## src/rtl/serial_shift_out.sv

```systemverilog
// rtl/serial_shift_out.sv - MSB-first parallel-to-serial shifter with load handshake
// Optional SERIAL_SHIFT_OUT_PARITY_EN appends an even-parity bit after each word.
module serial_shift_out #(
  parameter int WIDTH = 5,
  parameter int CNT_W = 4
) (
  input  logic             clock,
  input  logic             reset,
  input  logic [WIDTH-1:0] D,
  input  logic             load_valid,
  output logic             load_ready,
  input  logic             shift_en,
  output logic             sout,
  output logic             sout_valid,
  output logic             done
);

`ifdef SERIAL_SHIFT_OUT_PARITY_EN
  typedef enum logic [1:0] {IDLE, SHIFT, PAR} state_t;
`else
  typedef enum logic [1:0] {IDLE, SHIFT} state_t;
`endif

  localparam logic [CNT_W-1:0] LAST_CNT = CNT_W'(WIDTH - 1);

  state_t           state, state_next;
  logic [WIDTH-1:0] shreg, shreg_next;
  logic [CNT_W-1:0] cnt, cnt_next;
  logic             last_bit;
  logic             xfer;
`ifdef SERIAL_SHIFT_OUT_PARITY_EN
  logic             par_bit, par_next;
`endif

  always_ff @(posedge clock or posedge reset) begin
    if (reset) begin
      state   <= IDLE;
      shreg   <= '0;
      cnt     <= '0;
`ifdef SERIAL_SHIFT_OUT_PARITY_EN
      par_bit <= 1'b0;
`endif
    end else begin
      state   <= state_next;
      shreg   <= shreg_next;
      cnt     <= cnt_next;
`ifdef SERIAL_SHIFT_OUT_PARITY_EN
      par_bit <= par_next;
`endif
    end
  end

  always_comb begin
    state_next = state;
    shreg_next = shreg;
    cnt_next   = cnt;
    sout       = 1'b0;
    sout_valid = 1'b0;
    last_bit   = 1'b0;
`ifdef SERIAL_SHIFT_OUT_PARITY_EN
    par_next   = par_bit;
`endif

    case (state)
      SHIFT: begin
        sout       = shreg[WIDTH-1];
        sout_valid = 1'b1;
`ifndef SERIAL_SHIFT_OUT_PARITY_EN
        last_bit   = (cnt == LAST_CNT);
`endif
      end
`ifdef SERIAL_SHIFT_OUT_PARITY_EN
      PAR: begin
        sout       = par_bit;
        sout_valid = 1'b1;
        last_bit   = 1'b1;
      end
`endif
      default: ;
    endcase

    // Ready on the final enabled bit lets the next word follow with no gap.
    done       = last_bit && shift_en;
    load_ready = !reset && ((state == IDLE) || done);
    xfer       = load_valid && load_ready;

    case (state)
      SHIFT: begin
        if (shift_en) begin
          shreg_next = {shreg[WIDTH-2:0], 1'b0};
          cnt_next   = cnt + CNT_W'(1);
`ifdef SERIAL_SHIFT_OUT_PARITY_EN
          if (cnt == LAST_CNT) state_next = PAR;
`else
          if (last_bit) begin
            state_next = IDLE;
            cnt_next   = '0;
          end
`endif
        end
      end
`ifdef SERIAL_SHIFT_OUT_PARITY_EN
      PAR: begin
        if (shift_en) begin
          state_next = IDLE;
          cnt_next   = '0;
        end
      end
`endif
      default: ;
    endcase

    // A transfer only happens in IDLE or on the final bit, so it overrides the above.
    if (xfer) begin
      shreg_next = D;
      cnt_next   = '0;
      state_next = SHIFT;
`ifdef SERIAL_SHIFT_OUT_PARITY_EN
      par_next   = ^D;
`endif
    end
  end

endmodule

```

## config.mk

```make
export PLATFORM = sky130hd
export DESIGN_NAME = serial_shift_out
export DESIGN_NICKNAME = d
export VERILOG_FILES = /design/src/rtl/serial_shift_out.sv
export SDC_FILE = /design/constraint.sdc
export NUM_CORES = 1
export LEC_CHECK = 0
export BUFFER_PORTS_ARGS = -buffer_cell sky130_fd_sc_hd__buf_2
export CAP_MARGIN = 20
export CORE_AREA = 2 2 39 41
export CTS_CLUSTER_DIAMETER = 100
export DETAILED_ROUTE_END_ITERATION = 8
export DIE_AREA = 0 0 41 43
export PLACE_DENSITY = 0.66
export SLEW_MARGIN = 20
export SYNTH_ARGS = -nofsm -noshare
export SYNTH_HDL_FRONTEND = slang
export SYNTH_SLANG_ARGS = --single-unit
```

## constraint.sdc

```tcl
create_clock -name clock -period 2.1 [get_ports clock]
set_input_delay 0 -clock clock [delete_from_list [all_inputs] [get_ports clock]]
set_output_delay 0 -clock clock [all_outputs]
set_load 0.005 [all_outputs]
```

==> qor.csv <==
metric,value,unit
status,"complete, no violations",
clkTransAtPathRegs,0.06,ns
antenna_found_initial,0,
dieArea,1760,sq um
critPathArrivalTime,1.76,ns
worstPathRequired,2.25,ns
drc,0,
critPathMaxStageDelay,0.41,ns
hp-class,in2reg,
slew_headroom,74.0,%
drt_iter0_drc,2,
ys_warn_count,0,
timing.fmax,0.620,GHz
period_minus_slack,1.61,ns
grt_overflow,0,
yosysUniqueCellTypes,22,
finalHoldViolCount,0,
tns,0,ns
p_per_area,1040,nW/um^2
cp-end-kind,flip-flop,
final_nets,86,
r2r_slack,0.49,ns
cts-root-buf,clkbuf_4,
grt_pass1_vias,440,
cts_tree,yes,
ir_drop,0.570,mV
drv_slew,0,
die_y,43,microns
hold_path_depth,3,
clk_path_buf_depth,2,
cts.sinks,10,
synth_area_leader_cell,dfrtp_1,
syn2layout_area_growth,26.4,%
vias_per_cell,4.98,
syn_inst,53,
path_max_fanout,6,
r2r_start,cnt[0],
min_period_over_period,76.8,%
holdPathEnd,cnt[1],
rsz0062_at_grt,false,
placed_area,643,sq um
reg2reg_depth,5,
drt-total-wl,1060,microns
core-area,1380,sq um
setup_viol,0,
grt_max_degree,11,
yosys-top-cells-area,"dfrtp_1, mux2_1, mux2_2",
synth_nets,64,
synthDominantCellAreaShare,43.6,%
ys_seq_area_share,43.6,%
holdCritStartpoint,shift_en,
finalInstanceArea,726,sq um
grt_pass1_wl,1770,microns
diodes,0,
die_x,41,microns
ioPinCount,13,
cp_cell_sequence,inv_1 > ha_1 > nand4b_2 > a21oi_4 > mux2_2,
core.rowCount,14,
path_class,reg2reg,
worstMarginPinSlew,0.390,ns
drive_above_1_share,31.5,%
r2r_end,shreg[3],
ant_nets,0,
syn_area_per_cell,10.8,sq um
power_leakage,0.377,nW
cp-start-kind,flip-flop,
fillers,138,
ctsHtreeMaxLevel,1,
clk-insertion-delay-late,0.27,ns
syn_area,574,sq um
gp_congestion,0.718,
drt-pass1-iter-count,3,
ys_ff_latch,10,
drv_cap,0,
cts_setup_buffers,0,
finalClockSkew,0.00319,ns
portBuffers,12,
slowest_stage,dfrtp_1,
cts_buffers,3,
vias,443,
routedWlPerCell,11.9,microns
start_util,41.5,%
grtUsageTotal,15.0,%
==> where the power goes <==
part | total [mW] | switching [mW] | internal, mW
clock | 0.129 | 0.0631 | 0.0662
sequential | 0.338 | 0.0738 | 0.265
combinational | 0.289 | 0.131 | 0.158
total | 0.757 | 0.268 | 0.489
==> through the flow <==
| stage | cells | utilization [%] | hold WS (ns) | total power, mW | setup WS, ns |
|---|---|---|---|---|---|
| floorplan | 53 | - | -0.160 | 0.564 | 0.607 |
| global placement | 80 | 46.5 | 0.0191 | 0.622 | 0.527 |
| detailed placement | 80 | 46.5 | 0.0242 | 0.625 | 0.491 |
| CTS | 89 | 52.4 | 0.0506 | 0.767 | 0.480 |
| global route | 89 | 52.4 | 0.0694 | 0.823 | 0.415 |
| finish | 89 | 52.4 | 0.0606 | 0.757 | 0.487 |
==> cell type report <==
type / count / area [sq um] / area share [%]
sequential: 10 / 250 / 34.5
timing repair buffer: 18 / 120 / 16.6
multi-input combinational: 37 / 294 / 40.5
tap: 16 / 20.0 / 2.76
inverter: 5 / 18.8 / 2.59
clock buffer: 3 / 22.5 / 3.10
==> cell families after synthesis <==
kind of cell | after synthesis | share of synthesized area, %
fa+ha+maj | 2 | 4.36
compound gates | 8 | 10.7
mux | 10 | 19.2
buf+inv | 6 | 5.23
simple gates | 17 | 17.0
flops | 10 | 43.6
==> worst max-delay path: cells and delay by family, from the launching register on <==
kind	cells	cell delay (ns)
fa+ha+maj	1	0.19
compound gates	1	0.28
mux	1	0.37
simple gates	1	0.18
flops	1	0.41
buf+inv	1	0.07
==> registers in the layout (all words and copies together), names as in the netlist <==
signal / cells
shreg: 5
state: 1
cnt: 4
==> synthesized netlist by cell type (all sizes together) <==
| cell | instances |
|---|---|
| a21oi | 5 |
| a22o | 2 |
| and2 | 1 |
| buf | 1 |
| dfrtp | 10 |
| ha | 2 |
| inv | 5 |
| mux2 | 8 |
| mux2i | 2 |
| nand2 | 5 |
| nand2b | 2 |
| nand3 | 1 |
| nand4 | 1 |
| nand4b | 1 |
| nor2 | 3 |
| nor3b | 1 |
| o31ai | 1 |
| or2 | 1 |
| or3 | 1 |
==> cells in the final DEF (no fill, tap or decap) <==
master / synthesis / final
nand4b_2: 1 / 1
and2_1: 1 / 1
or2_2: 1 / 1
a21oi_1: 4 / 4
mux2i_1: 2 / 2
o31ai_1: 1 / 1
nand2b_1: 2 / 2
nand3_1: 1 / 1
clkbuf_4: 0 / 3
a22o_1: 2 / 2
dfrtp_1: 10 / 10
nand4_1: 1 / 1
mux2_1: 4 / 4
dlygate4sd3_1: 0 / 6
buf_2: 0 / 12
a21oi_4: 1 / 1
nor2_1: 3 / 3
ha_1: 2 / 2
mux2_2: 4 / 4
nand2_2: 1 / 1
inv_1: 5 / 5
nand2_1: 4 / 4
or3_1: 1 / 1
nor3b_1: 1 / 1
==> routing by layer <==
| metal | up-vias | routed length, microns | track usage, % |
|---|---|---|---|
| li1 | 225 | - | - |
| met3 | 2 | 46 | 1.57 |
| met4 | 0 | 25 | 10.0 |
| met2 | 12 | 518 | 23.8 |
| met1 | 204 | 465 | 18.2 |
| met5 | - | 0 | 0 |
==> worst max-delay path by stage <==
stage,startpoint,end,slack [ns],depth (start not counted)
finish,cnt[0],shreg[3],0.49,5
global route,cnt[0],shreg[1],0.41,5
global placement,cnt[0],shreg[1],0.53,5
detailed placement,cnt[0],shreg[2],0.49,5
floorplan,cnt[0],shreg[1],0.61,5
CTS,cnt[0],shreg[2],0.48,5
==> what timing repair did <==
item,CTS,global route
endpoints found under the hold margin,15,0
resized for setup,0,0
hold buffers,6,0
No activity file was read; power rests on OpenSTA's default activity.
